## src/rtl/capture_mux_rr.sv

```systemverilog
// Packet-aware N:1 stream multiplexer. A channel holds the output from its first
// beat to its EOP. Beats pass through a 2-entry skid buffer, with a packet counter and a framing check.
module capture_mux_rr #(
  parameter  int NUM_CH   = 4,
  parameter  int DATA_W   = 32,
  parameter  int ARB_MODE = 0,
  localparam int CH_W     = (NUM_CH > 1) ? $clog2(NUM_CH) : 1,
  localparam int EMPTY_W  = ((DATA_W / 8) > 1) ? $clog2(DATA_W / 8) : 1
) (
  input  logic                      clk,
  input  logic                      reset,
  input  logic [NUM_CH-1:0]         in_valid,
  output logic [NUM_CH-1:0]         in_ready,
  input  logic [NUM_CH*DATA_W-1:0]  in_data,
  input  logic [NUM_CH-1:0]         in_startofpacket,
  input  logic [NUM_CH-1:0]         in_endofpacket,
  input  logic [NUM_CH*EMPTY_W-1:0] in_empty,
  output logic                      out_valid,
  input  logic                      out_ready,
  output logic [DATA_W-1:0]         out_data,
  output logic                      out_startofpacket,
  output logic                      out_endofpacket,
  output logic [EMPTY_W-1:0]        out_empty,
  output logic [CH_W-1:0]           out_channel,
  output logic [31:0]               pkt_count,
  output logic                      err_framing
);

  typedef enum logic {
    ST_IDLE,
    ST_LOCKED
  } state_e;

  typedef struct packed {
    logic [CH_W-1:0]    ch;
    logic [DATA_W-1:0]  data;
    logic               sop;
    logic               eop;
    logic [EMPTY_W-1:0] empty;
  } beat_t;

  state_e          state_q, state_d;
  logic [CH_W-1:0] grant_q, grant_d;
  logic [CH_W-1:0] last_grant_q, last_grant_d;
  logic            in_pkt_q, in_pkt_d;
  logic            err_q, err_d;
  logic [31:0]     pkt_cnt_q, pkt_cnt_d;

  beat_t           buf_q [2];
  beat_t           buf_d [2];
  logic            wr_ptr_q, wr_ptr_d;
  logic            rd_ptr_q, rd_ptr_d;
  logic [1:0]      count_q, count_d;
  logic            buf_ready_q, buf_ready_d;

  beat_t           sel_beat;
  beat_t           head;
  logic            accept;
  logic            pop;

  function automatic logic [CH_W-1:0] next_ch(input logic [CH_W-1:0] ch);
    return (int'(ch) == NUM_CH - 1) ? '0 : ch + CH_W'(1);
  endfunction

  // Round-robin scans upward from base with wrap-around; fixed priority ignores base.
  function automatic logic [CH_W-1:0] arbitrate(input logic [NUM_CH-1:0] req,
                                                input logic [CH_W-1:0]   base);
    logic [CH_W-1:0] win;
    logic [CH_W-1:0] idx;
    logic            found;
    win   = '0;
    found = 1'b0;
    for (int k = 0; k < NUM_CH; k++) begin
      idx = (ARB_MODE == 1) ? CH_W'(k) : CH_W'((int'(base) + k) % NUM_CH);
      if (!found && req[idx]) begin
        win   = idx;
        found = 1'b1;
      end
    end
    return win;
  endfunction

  always_comb begin
    sel_beat.ch    = grant_q;
    sel_beat.data  = in_data[int'(grant_q)*DATA_W +: DATA_W];
    sel_beat.sop   = in_startofpacket[grant_q];
    sel_beat.eop   = in_endofpacket[grant_q];
    sel_beat.empty = in_empty[int'(grant_q)*EMPTY_W +: EMPTY_W];
  end

  always_comb begin
    in_ready = '0;
    if (state_q == ST_LOCKED) in_ready[grant_q] = buf_ready_q;
  end

  assign accept = (state_q == ST_LOCKED) && in_valid[grant_q] && buf_ready_q;
  assign head   = buf_q[rd_ptr_q];
  assign pop    = (count_q != 2'd0) && out_ready;

  // Arbitration and framing control.
  always_comb begin
    // NOTE: every signal assigned here gets a default first so no path infers a latch.
    state_d      = state_q;
    grant_d      = grant_q;
    last_grant_d = last_grant_q;
    in_pkt_d     = in_pkt_q;
    err_d        = err_q;
    case (state_q)
      ST_IDLE: begin
        in_pkt_d = 1'b0;
        if (|in_valid) begin
          grant_d = arbitrate(in_valid, next_ch(last_grant_q));
          state_d = ST_LOCKED;
        end
      end
      ST_LOCKED: begin
        if (accept) begin
          // First beat of a packet must carry SOP; any later beat must not.
          if (sel_beat.sop == in_pkt_q) err_d = 1'b1;
          in_pkt_d = !sel_beat.eop;
          if (sel_beat.eop) begin
            last_grant_d = grant_q;
            if (|in_valid) grant_d = arbitrate(in_valid, next_ch(grant_q));
            else           state_d = ST_IDLE;
          end
        end
      end
      default: state_d = ST_IDLE;
    endcase
  end

  // Skid buffer and packet counter.
  always_comb begin
    buf_d    = buf_q;
    wr_ptr_d = wr_ptr_q;
    rd_ptr_d = rd_ptr_q;
    if (accept) begin
      buf_d[wr_ptr_q] = sel_beat;
      wr_ptr_d        = ~wr_ptr_q;
    end
    if (pop) rd_ptr_d = ~rd_ptr_q;
    count_d     = count_q + {1'b0, accept} - {1'b0, pop};
    buf_ready_d = (count_d != 2'd2);
    pkt_cnt_d   = pkt_cnt_q;
    if (pop && head.eop) pkt_cnt_d = pkt_cnt_q + 32'd1;
  end

  always_ff @(posedge clk or posedge reset) begin
    if (reset) begin
      state_q      <= ST_IDLE;
      grant_q      <= '0;
      last_grant_q <= CH_W'(NUM_CH - 1);
      in_pkt_q     <= 1'b0;
      err_q        <= 1'b0;
      pkt_cnt_q    <= '0;
      // NOTE: buffer entries are reset too, because out_* read straight from them and must be zero in reset.
      for (int i = 0; i < 2; i++) buf_q[i] <= '0;
      wr_ptr_q     <= 1'b0;
      rd_ptr_q     <= 1'b0;
      count_q      <= 2'd0;
      buf_ready_q  <= 1'b0;
    end else begin
      // NOTE: non-blocking assignments so every flop samples pre-edge values.
      state_q      <= state_d;
      grant_q      <= grant_d;
      last_grant_q <= last_grant_d;
      in_pkt_q     <= in_pkt_d;
      err_q        <= err_d;
      pkt_cnt_q    <= pkt_cnt_d;
      buf_q        <= buf_d;
      wr_ptr_q     <= wr_ptr_d;
      rd_ptr_q     <= rd_ptr_d;
      count_q      <= count_d;
      buf_ready_q  <= buf_ready_d;
    end
  end

  assign out_valid         = (count_q != 2'd0);
  assign out_data          = head.data;
  assign out_startofpacket = head.sop;
  assign out_endofpacket   = head.eop;
  assign out_empty         = head.empty;
  assign out_channel       = head.ch;
  assign pkt_count         = pkt_cnt_q;
  assign err_framing       = err_q;

endmodule

```

## config.mk

```make
export PLATFORM = sky130hd
export DESIGN_NAME = capture_mux_rr
export DESIGN_NICKNAME = d
export VERILOG_FILES = /design/src/rtl/capture_mux_rr.sv
export SDC_FILE = /design/constraint.sdc
export NUM_CORES = 1
export LEC_CHECK = 0
export CORE_MARGIN = 8
export CORE_UTILIZATION = 44
export CTS_CLUSTER_DIAMETER = 200
export DETAILED_ROUTE_END_ITERATION = 8
export PLACE_DENSITY = 0.78
export SLEW_MARGIN = 10
export SYNTH_ARGS = -nofsm -noshare
export SYNTH_HDL_FRONTEND = slang
export SYNTH_SLANG_ARGS = --single-unit
export TNS_END_PERCENT = 100
```

## constraint.sdc

```tcl
create_clock -name clk -period 10.7 [get_ports clk]
set_input_delay 2.14 -clock clk [delete_from_list [all_inputs] [get_ports clk]]
set_output_delay 2.14 -clock clk [all_outputs]
set_load 0.03 [all_outputs]
```

==> reports/qor.csv, run 1 <==
stage,metric,value,unit
run_status,status,"complete, no violations",
routing,routed via count,4772,
global_routing,GRT Total Usage,19.1,%
placed_design,GPL Wtd Cong,0.773,
routing,vias per cell,5.40,
routing,Post-Route WL,18500,um
pwr,clock network power share,19.0,%
sta,Worst-Margin Slew,980,ps
yosys,Main synth FF type,dfrtp_1,
floorplan,chip width,138,um
pwr,combinational power share,52.4,%
clock_tree,CTS Hold Bufs,0,
floorplan,Initial Util,45.0,%
sta,setup TNS,0,ps
yosys,post-synth top area share,45.1,%
floorplan,row cnt,44,
floorplan,Die ar.,19000,um^2
pwr,Net Sw Frac,37.3,%
yosys,asr flop ratio synth,100,%
clock_tree,root buffer cell,clkbuf_16,
clock_tree,post_cts resized,0,
routing,initial DRC count,333,
clock_tree,Worst-path clk slew,50,ps
placed_design,I/O Buffers,226,
routing,DR DRC count,0,
floorplan,Core Region,14500,um^2
yosys,number of synthesized flops with an enable pin,0,
worst_setup_path,Setup crit end kind,output pin,
sta,Final Cycle Share,45.1,%
yosys,Mapped Avg Cell Area,14.0,um^2
pwr,Leakage,0.00389,uW
global_routing,first-pass GRT wire length,28000,um
worst_setup_path,Worst Path Max Fanout,41,
run,Max-Cap Viols,0,
clock_tree,H-tree levels,4,
final_layout,# fillers,1078,
routing,post-DR wirelength/cell,21.0,um
clock_tree,postcts setup bufs,0,
final_layout,multi-input logic area,3320,um^2
final_layout,register area,3010,um^2
yosys,Post-synth top cells,"dfrtp_1, mux2_2, mux4_2",
sta,RSZ-0062 raised after global routing,false,
sta,skew final,6.48,ps
pwr,Seq pwr share,28.6,%
floorplan,Vert. Die Dim,138,um
yosys,Mapped Nets,628,
sta,Max Fclk,207,MHz
worst_setup_path,Critical Path Start Type,register,
hold_path,HP Class,reg -> reg,
final_layout,share of layout cells above drive strength 1,26.3,%
yosys,Area contributors post-synth,"dfrtp_1, mux2_2, mux4_2",
clock_tree,Max Buffers Root-to-Sink,2,
final_layout,Nets,847,
sta,relative slew slack,34.4,%
yosys,Post-Synthesis Cells,469,
hold_path,min-delay src,err_framing$_DFFE_PP0P_,
worst_setup_path,worst flop-to-flop path startpoint,grant_q[0]$_DFFE_PP0P_,
routing,DRT Pass-1 Iters,6,
yosys,most frequent cell after synthesis,dfrtp_1,
yosys,"Seq/Total Area, Yosys",45.9,%
pwr,Max VDD drop,0.184,mV
clock_tree,CTS Buf Count,17,
global_routing,total gr overflow,0,
sta,Final setup violation count,0,
global_routing,largest net degree at the start of global routing,71,
global_routing,vias in the first global route,5197,
pwr,Net Sw Power,1060,uW
clock_tree,CTS Sinks,120,
sta,fin. max-slew vios,0,
worst_setup_path,Setup crit start,grant_q[1]$_DFFE_PP0P_,
yosys,yosys warns,0,
yosys,largest area contributor in the netlist,dfrtp_1,
global_routing,initial antenna violation count,0,
final_layout,post-route cell area,9420,um^2
clock_tree,worst skew pair latency,400,ps
pwr,pwr/cell area,303,nW/um^2
floorplan,# IOs,227,
pwr,Int Pwr,1790,uW
yosys,Synth Register Bits,120,
placed_design,Post-DP HPWL,14000,um
sta,Hold Fails Final Rpt,0,
final_layout,antenna cells,0,
sta,clock period minus worst slack,4820,ps
yosys,mapped cell area,6550,um^2
final_layout,synth-to-layout area growth,43.9,%
worst_setup_path,critical path class,reg -> out,
routing,Post-DRT Antenna Nets,0,
clock_tree,CTS tree,built,
worst_setup_path,"Arr. time, crit path",2680,ps
worst_setup_path,Required @ worst endpoint,8560,ps
yosys,Netlist cell types,44,
placed_design,Placement Cell Area,8850,um^2
## routing by layer
layer,track usage [%],routed length [um]
met5,0,0
met4,6.87,340
met3,4.31,1070
met2,33.6,9880
met1,22.5,7240
## placed cells by master (no fill, tap or decap), types with 3 or more instances in the layout
cell type        synthesis  final
and4_1                   5      5
nand2b_1                 4      4
o21a_1                   3      3
nand4_1                  8      8
mux4_2                  37     37
clkdlybuf4s50_1          0    226
and3_1                   9      9
dfrtp_2                  0      3
clkbuf_1                 8      3
nor4_1                   3      3
nor4_2                   3      3
mux2_4                  30     30
xor2_1                   7      7
ha_1                     8      8
mux2_2                  74     74
nand2_1                 35     35
inv_1                    5      4
nor2_1                   7      7
clkbuf_16                0     17
a21oi_1                  5      5
clkinv_2                 0      5
dfrtp_1                118    115
nor2b_1                  3      3
mux2_1                   7      7
nand3_1                 10     10
xnor2_1                 28     28
and2_1                   4      4
o21ai_0                  9      9
## stage by stage
| step | total power [uW] | instances | util [%] | hold WS [ps] | setup WS [ps] |
|---|---|---|---|---|---|
| floorplan | 1850 | 469 | - | 444 | 5380 |
| global placement | 2270 | 853 | 60.9 | 456 | 5940 |
| detailed placement | 2320 | 853 | 60.9 | 460 | 5840 |
| CTS | 2880 | 884 | 64.8 | 472 | 5780 |
| global route | 3000 | 884 | 64.8 | 489 | 5680 |
| finish | 2850 | 884 | 64.8 | 469 | 5880 |
## final cells by class
cell class / instances / share of cell area, %
well taps: 184 / 2.44
clock buffers: 22 / 4.93
repair buffers: 228 / 24.2
flip-flops and latches: 120 / 31.9
clock inverters: 9 / 1.06
inverters: 5 / 0.226
multi-input cells: 316 / 35.2
## power groups by stage
| stage | clock (uW) | combinational [uW] | sequential [uW] |
|---|---|---|---|
| 2_1_floorplan | 0 | 1120 | 732 |
| 3_3_place_gp | 0 | 1470 | 808 |
| 3_5_place_dp | 0 | 1500 | 825 |
| 4_1_cts | 553 | 1510 | 820 |
| 5_1_grt | 573 | 1580 | 847 |
| 6_report | 542 | 1490 | 816 |
## final timing paths
kind | to | slack [ps] | depth (start not counted)
hold / removal | err_framing$_DFFE_PP0P_ | 470 | 1
min in group asynchronous | buf_q[21]$_DFFE_PP0P_ | 2160 | 2
hold reg to reg | err_framing$_DFFE_PP0P_ | 470 | 1
max in group asynchronous | rd_ptr_q$_DFFE_PP0P_ | 7150 | 3
setup / recovery | in_ready[0] | 5880 | 4
setup reg to reg | buf_q[25]$_DFFE_PP0P_ | 7240 | 5
## worst max-delay path, stage by stage (launching register included)
cell and delay, ps:
dfrtp_2 980, inv_1 260, ha_1 250, and3_1 180
clkdlybuf4s50_1 590
## cells by family after synthesis
| group | after synthesis | synth area share (%) |
|---|---|---|
| muxes | 148 | 33.5 |
| DFF | 120 | 45.9 |
| and+or+nand+nor | 98 | 8.18 |
| xor gates and xnor gates | 35 | 4.68 |
| buffers and inverters | 33 | 3.44 |
| AOI/OAI and AO/OA | 27 | 2.73 |
| adders and majority gates | 8 | 1.53 |
## sequential cells by signal, indices dropped and copies added, names as in the netlist
signal,count
buf_q,76
pkt_count,32
count_q,2
grant_q,2
last_grant_q,2
buf_ready_q,1
err_framing,1
in_pkt_q,1
rd_ptr_q,1
state_q,1
wr_ptr_q,1
Power figures use the tool's default switching activity.
==> run 2, diff against run 1 <==
Settings changed: CORE_UTILIZATION 44 to 42.
Clock period 10.7 ns to 4.4 ns, I/O delays scaled along.
==> run 2 against run 1 <==
  * Global-route usage shrank 0.78 points
  * Sequential share of layout area shrank 0.37 points
  * Clock power increased to 2.7 times the previous value
  * Cell area grew 1.2%
  * Die area grew 4.2%
  * Largest cell class unchanged
  * Largest power group unchanged
==> reports/qor.csv, run 2 (synthesized netlist as in run 1, its figures left out) <==
stage,metric,value,unit
worst_setup_path,Worst Path Max Fanout,39,
routing,Post-DRT Antenna Nets,0,
clock_tree,CTS Buf Count,17,
clock_tree,CTS Sinks,120,
sta,relative slew slack,35.1,%
worst_setup_path,worst flop-to-flop path startpoint,rd_ptr_q$_DFFE_PP0P_,
worst_setup_path,"Arr. time, crit path",2510,ps
clock_tree,H-tree levels,4,
sta,Max Fclk,295,MHz
clock_tree,postcts setup bufs,0,
placed_design,placed insts,859,
global_routing,total gr overflow,0,
sta,Final Cycle Share,77.1,%
final_layout,# fillers,1147,
sta,Final setup violation count,0,
final_layout,Final Non-Filler Cells,891,
clock_tree,CTS tree,built,
pwr,Leakage,0.00394,uW
clock_tree,root buffer cell,clkbuf_16,
floorplan,Core Region,15200,um^2
hold_path,HP Class,reg -> reg,
worst_setup_path,Setup crit start,rd_ptr_q$_DFFE_PP0P_,
sta,setup TNS,0,ps
sta,RSZ-0062 raised after global routing,false,
clock_tree,Worst-path clk slew,50,ps
floorplan,Die ar.,19800,um^2
routing,DR DRC count,0,
sta,clock period minus worst slack,3390,ps
pwr,Max VDD drop,0.401,mV
routing,post-DR wirelength/cell,20.7,um
final_layout,post-route cell area,9530,um^2
final_layout,share of layout cells above drive strength 1,26.9,%
final_layout,Final Util,62.7,%
worst_setup_path,critical path endpoint,out_endofpacket,
routing,routed via count,4758,
final_layout,"commonest non-fill, non-tap cell in the layout",clkdlybuf4s50_1,
worst_setup_path,worst r2r path cells,5,
run,Max-Cap Viols,0,
floorplan,# IOs,227,
final_layout,synth-to-layout area growth,45.6,%
global_routing,GRT Total Usage,18.4,%
routing,Post-Route WL,18500,um
floorplan,chip width,141,um
routing,initial DRC count,275,
clock_tree,Max Buffers Root-to-Sink,2,
worst_setup_path,reg2reg setup slack,1610,ps
sta,fin. max-slew vios,0,
placed_design,I/O Buffers,226,
final_layout,Largest register FFs,76,
worst_setup_path,Required @ worst endpoint,3520,ps
worst_setup_path,Critical Path Start Type,register,
placed_design,GPL Wtd Cong,0.862,
clock_tree,worst skew pair latency,410,ps
placed_design,Placement Cell Area,8900,um^2
global_routing,first-pass GRT wire length,28700,um
floorplan,Vert. Die Dim,141,um
sta,Hold Fails Final Rpt,0,
run_status,status,"complete, no violations",
pwr,pwr/cell area,745,nW/um^2
final_layout,most frequent cells in the layout,"clkdlybuf4s50_1, dfrtp_1, mux2_2",
routing,DRT Pass-1 Iters,4,
routing,vias per cell,5.34,
final_layout,Nets,849,
floorplan,row cnt,45,
floorplan,Initial Util,43.1,%
clock_tree,CTS Hold Bufs,0,
final_layout,Top reg by flops,buf_q,
placed_design,Post-DP HPWL,13800,um
clock_tree,post_cts resized,0,
global_routing,initial antenna violation count,0,
sta,Worst-Margin Slew,974,ps
final_layout,antenna cells,0,
worst_setup_path,critical path class,reg -> out,
sta,skew final,7.55,ps
global_routing,largest net degree at the start of global routing,121,
global_routing,vias in the first global route,5237,
hold_path,Hold Path Stages,1,
worst_setup_path,Setup crit end kind,output pin,
worst_setup_path,worst flop-to-flop path endpoint,pkt_count[31]$_DFFE_PP0P_,
sta,final hold slack,466,ps
-- run 2: changes by cell type in the layout (fill, tap and decap cells not counted), sizes merged --
cell    previous run  this run
buf                2         4
bufinv             2         4
clkbuf            22        18
clkinv             5         8
-- run 2: layer usage --
layer	track usage (%)	routed length [um]	vias to the layer above
li1	-	-	2173
met1	20.5	7230	2408
met2	33.1	9870	145
met3	4.69	948	32
met4	6.73	407	0
met5	0	0	-
-- run 2: where the power goes --
group / leakage [uW] / total, uW / internal (uW) / switching, uW
registers: 0.00147 / 1930 / 1560 / 379
logic: 0.00217 / 3700 / 1950 / 1750
clock network: 0.000300 / 1470 / 952 / 516
total: 0.00394 / 7100 / 4460 / 2650
-- run 2: final cells by class --
cell class | count | area, um^2 | area share, %
clock buffers | 18 | 429 | 4.50
clock inverters | 14 | 201 | 2.11
inverters | 5 | 21.3 | 0.223
multi-input cells | 316 | 3320 | 34.8
flip-flops and latches | 120 | 3010 | 31.6
well taps | 188 | 235 | 2.47
repair buffers | 230 | 2320 | 24.3
-- run 2: worst min path at each step --
| stage | start | to |
|---|---|---|
| final | err_framing$_DFFE_PP0P_ | err_framing$_DFFE_PP0P_ |
| after global routing | err_framing$_DFFE_PP0P_ | err_framing$_DFFE_PP0P_ |
| after CTS | err_framing$_DFFE_PP0P_ | err_framing$_DFFE_PP0P_ |
| after detailed placement | err_framing$_DFFE_PP0P_ | err_framing$_DFFE_PP0P_ |
| after global placement | buf_q[36]$_DFFE_PP0P_ | buf_q[36]$_DFFE_PP0P_ |
| after floorplan | buf_q[36]$_DFFE_PP0P_ | buf_q[36]$_DFFE_PP0P_ |
-- run 2: stage by stage --
stage / worst slack [ps] / total power, uW
CTS: 992 / 7170
global placement: 1070 / 5550
global route: 930 / 7460
floorplan: 337 / 4500
detailed placement: 1000 / 5670
finish: 1010 / 7100
-- run 2: critical path: stages (launching register included) --
cell and delay (ps):
dfrtp_2 1000, mux2_2 470, clkdlybuf4s50_1 610
==> run 3, diff against run 2 <==
Settings changed: CORE_UTILIZATION 42 to 44.
Clock period 4.4 ns to 3.3 ns, I/O delays scaled along.
==> run 3 against run 2 <==
  * Via count rose by 0.23%
  * Wire length is 3.5% higher
  * Setup slack worse by 540 ps
  * Cell count grew 0.45%
  * Utilization is 3.7 points higher
  * Combinational power up 39%
  * Die area fell by 4.0%
  * Cell area is 1.2% higher
  * Critical path depth rose by 1
  * First-iteration DRC count decreased by 25%
  * Largest cell class unchanged
==> reports/qor.csv, run 3 (synthesized netlist as in run 1, its figures left out) <==
stage,metric,value,unit
run_status,status,"complete, no violations",
global_routing,initial antenna violation count,0,
global_routing,GRT Total Usage,19.8,%
sta,setup TNS,0,ps
sta,skew final,9.34,ps
final_layout,Top reg by flops,buf_q,
sta,Worst-Margin Slew,646,ps
floorplan,Core Region,14500,um^2
floorplan,row cnt,44,
placed_design,Post-DP HPWL,14800,um
worst_setup_path,Critical Path Start Type,register,
sta,fin. max-slew vios,0,
pwr,Tot Pwr,9580,uW
worst_setup_path,critical path class,reg -> out,
routing,Post-DRT Antenna Nets,0,
final_layout,synth-to-layout area growth,47.4,%
clock_tree,CTS tree,built,
floorplan,Vert. Die Dim,138,um
final_layout,most frequent cells in the layout,"clkdlybuf4s50_1, dfrtp_1, mux2_2",
floorplan,# IOs,227,
global_routing,total gr overflow,0,
routing,Post-Route WL,19100,um
final_layout,Nets,859,
floorplan,chip width,138,um
routing,routed via count,4769,
worst_setup_path,Setup crit end kind,output pin,
routing,DRT Pass-1 Iters,4,
clock_tree,root buffer cell,clkbuf_16,
placed_design,GPL Wtd Cong,0.781,
final_layout,share of layout cells above drive strength 1,27.7,%
routing,initial DRC count,207,
sta,Final setup violation count,0,
pwr,pwr/cell area,993,nW/um^2
clock_tree,CTS Hold Bufs,0,
clock_tree,postcts setup bufs,0,
clock_tree,worst skew pair latency,400,ps
run,Max-Cap Viols,0,
sta,Hold Fails Final Rpt,0,
final_layout,Largest register FFs,76,
hold_path,HP Class,reg -> reg,
clock_tree,H-tree levels,4,
global_routing,first-pass GRT wire length,29000,um
clock_tree,Worst-path clk slew,60,ps
global_routing,largest net degree at the start of global routing,47,
clock_tree,Max Buffers Root-to-Sink,2,
worst_setup_path,Required @ worst endpoint,2640,ps
placed_design,I/O Buffers,226,
worst_setup_path,"Arr. time, crit path",2170,ps
sta,RSZ-0062 raised after global routing,false,
pwr,Max VDD drop,0.671,mV
floorplan,Initial Util,45.0,%
final_layout,antenna cells,0,
routing,vias per cell,5.33,
clock_tree,CTS Buf Count,17,
sta,relative slew slack,56.9,%
worst_setup_path,Worst Path Max Fanout,33,
floorplan,Die ar.,19000,um^2
clock_tree,post_cts resized,0,
final_layout,"commonest non-fill, non-tap cell in the layout",clkdlybuf4s50_1,
sta,Max Fclk,353,MHz
global_routing,vias in the first global route,5296,
routing,DR DRC count,0,
pwr,Leakage,0.00401,uW
routing,post-DR wirelength/cell,21.3,um
clock_tree,CTS Sinks,120,
sta,Final Cycle Share,85.8,%
sta,clock period minus worst slack,2830,ps
[run 3: cell types whose count changed in the layout (fill, tap and decap cells not counted), sizes merged]
cell      previous run  this run
clkinv               8         4
inv                  5         4
clkbuf              18        22
buf                  4        14
clkinvlp             2         1
[run 3: where the power goes]
group | internal (uW) | switching, uW
Sequential | 2080 | 390
Combinational | 2670 | 2490
Clock | 1330 | 622
Total | 6080 | 3500
[run 3: cell type report]
class / count / area (um^2)
multi-input combinational: 316 / 3320
tap: 184 / 230
clock buffer: 22 / 484
clock inverter: 8 / 144
inverter: 5 / 22.5
timing repair buffer: 240 / 2440
sequential: 120 / 3010
fill: 1104 / 4880
[run 3: stage by stage]
step	setup slack, ps	instances	hold WS (ps)	instance area [um^2]	utilization [%]
finish	468	895	470	9650	66.4
global route	380	895	494	9650	66.4
CTS	441	895	475	9650	66.4
detailed placement	212	865	468	9020	62.1
global placement	318	865	460	9020	62.1
floorplan	736	469	444	6550	-
[run 3: final timing paths]
path                       cells after the start  slack, ps                          end                      start
setup / recovery                               3        470                 out_data[21]       rd_ptr_q$_DFFE_PP0P_
hold / removal                                 1        470    pkt_count[31]$_DFFE_PP0P_  pkt_count[31]$_DFFE_PP0P_
setup reg to reg                               7        880       grant_q[1]$_DFFE_PP0P_     grant_q[1]$_DFFE_PP0P_
min in group asynchronous                      2        710        buf_q[23]$_DFFE_PP0P_                      reset
hold reg to reg                                1        470    pkt_count[31]$_DFFE_PP0P_  pkt_count[31]$_DFFE_PP0P_
max in group asynchronous                      3       1930  last_grant_q[0]$_DFFE_PP1P_                      reset
[run 3: routing by layer]
metal,up-vias,global-route usage (%),wire (um)
met1,2401,22.9,7360
li1,2195,-,-
met5,-,0,0
met3,22,4.53,1190
met2,151,35.1,10200
met4,0,6.87,361
[run 3: worst max-delay path, stage by stage, from the launching register on]
cell and delay [ps]:
dfrtp_2 480, buf_12 250, mux2_2 370, clkdlybuf4s50_1 650
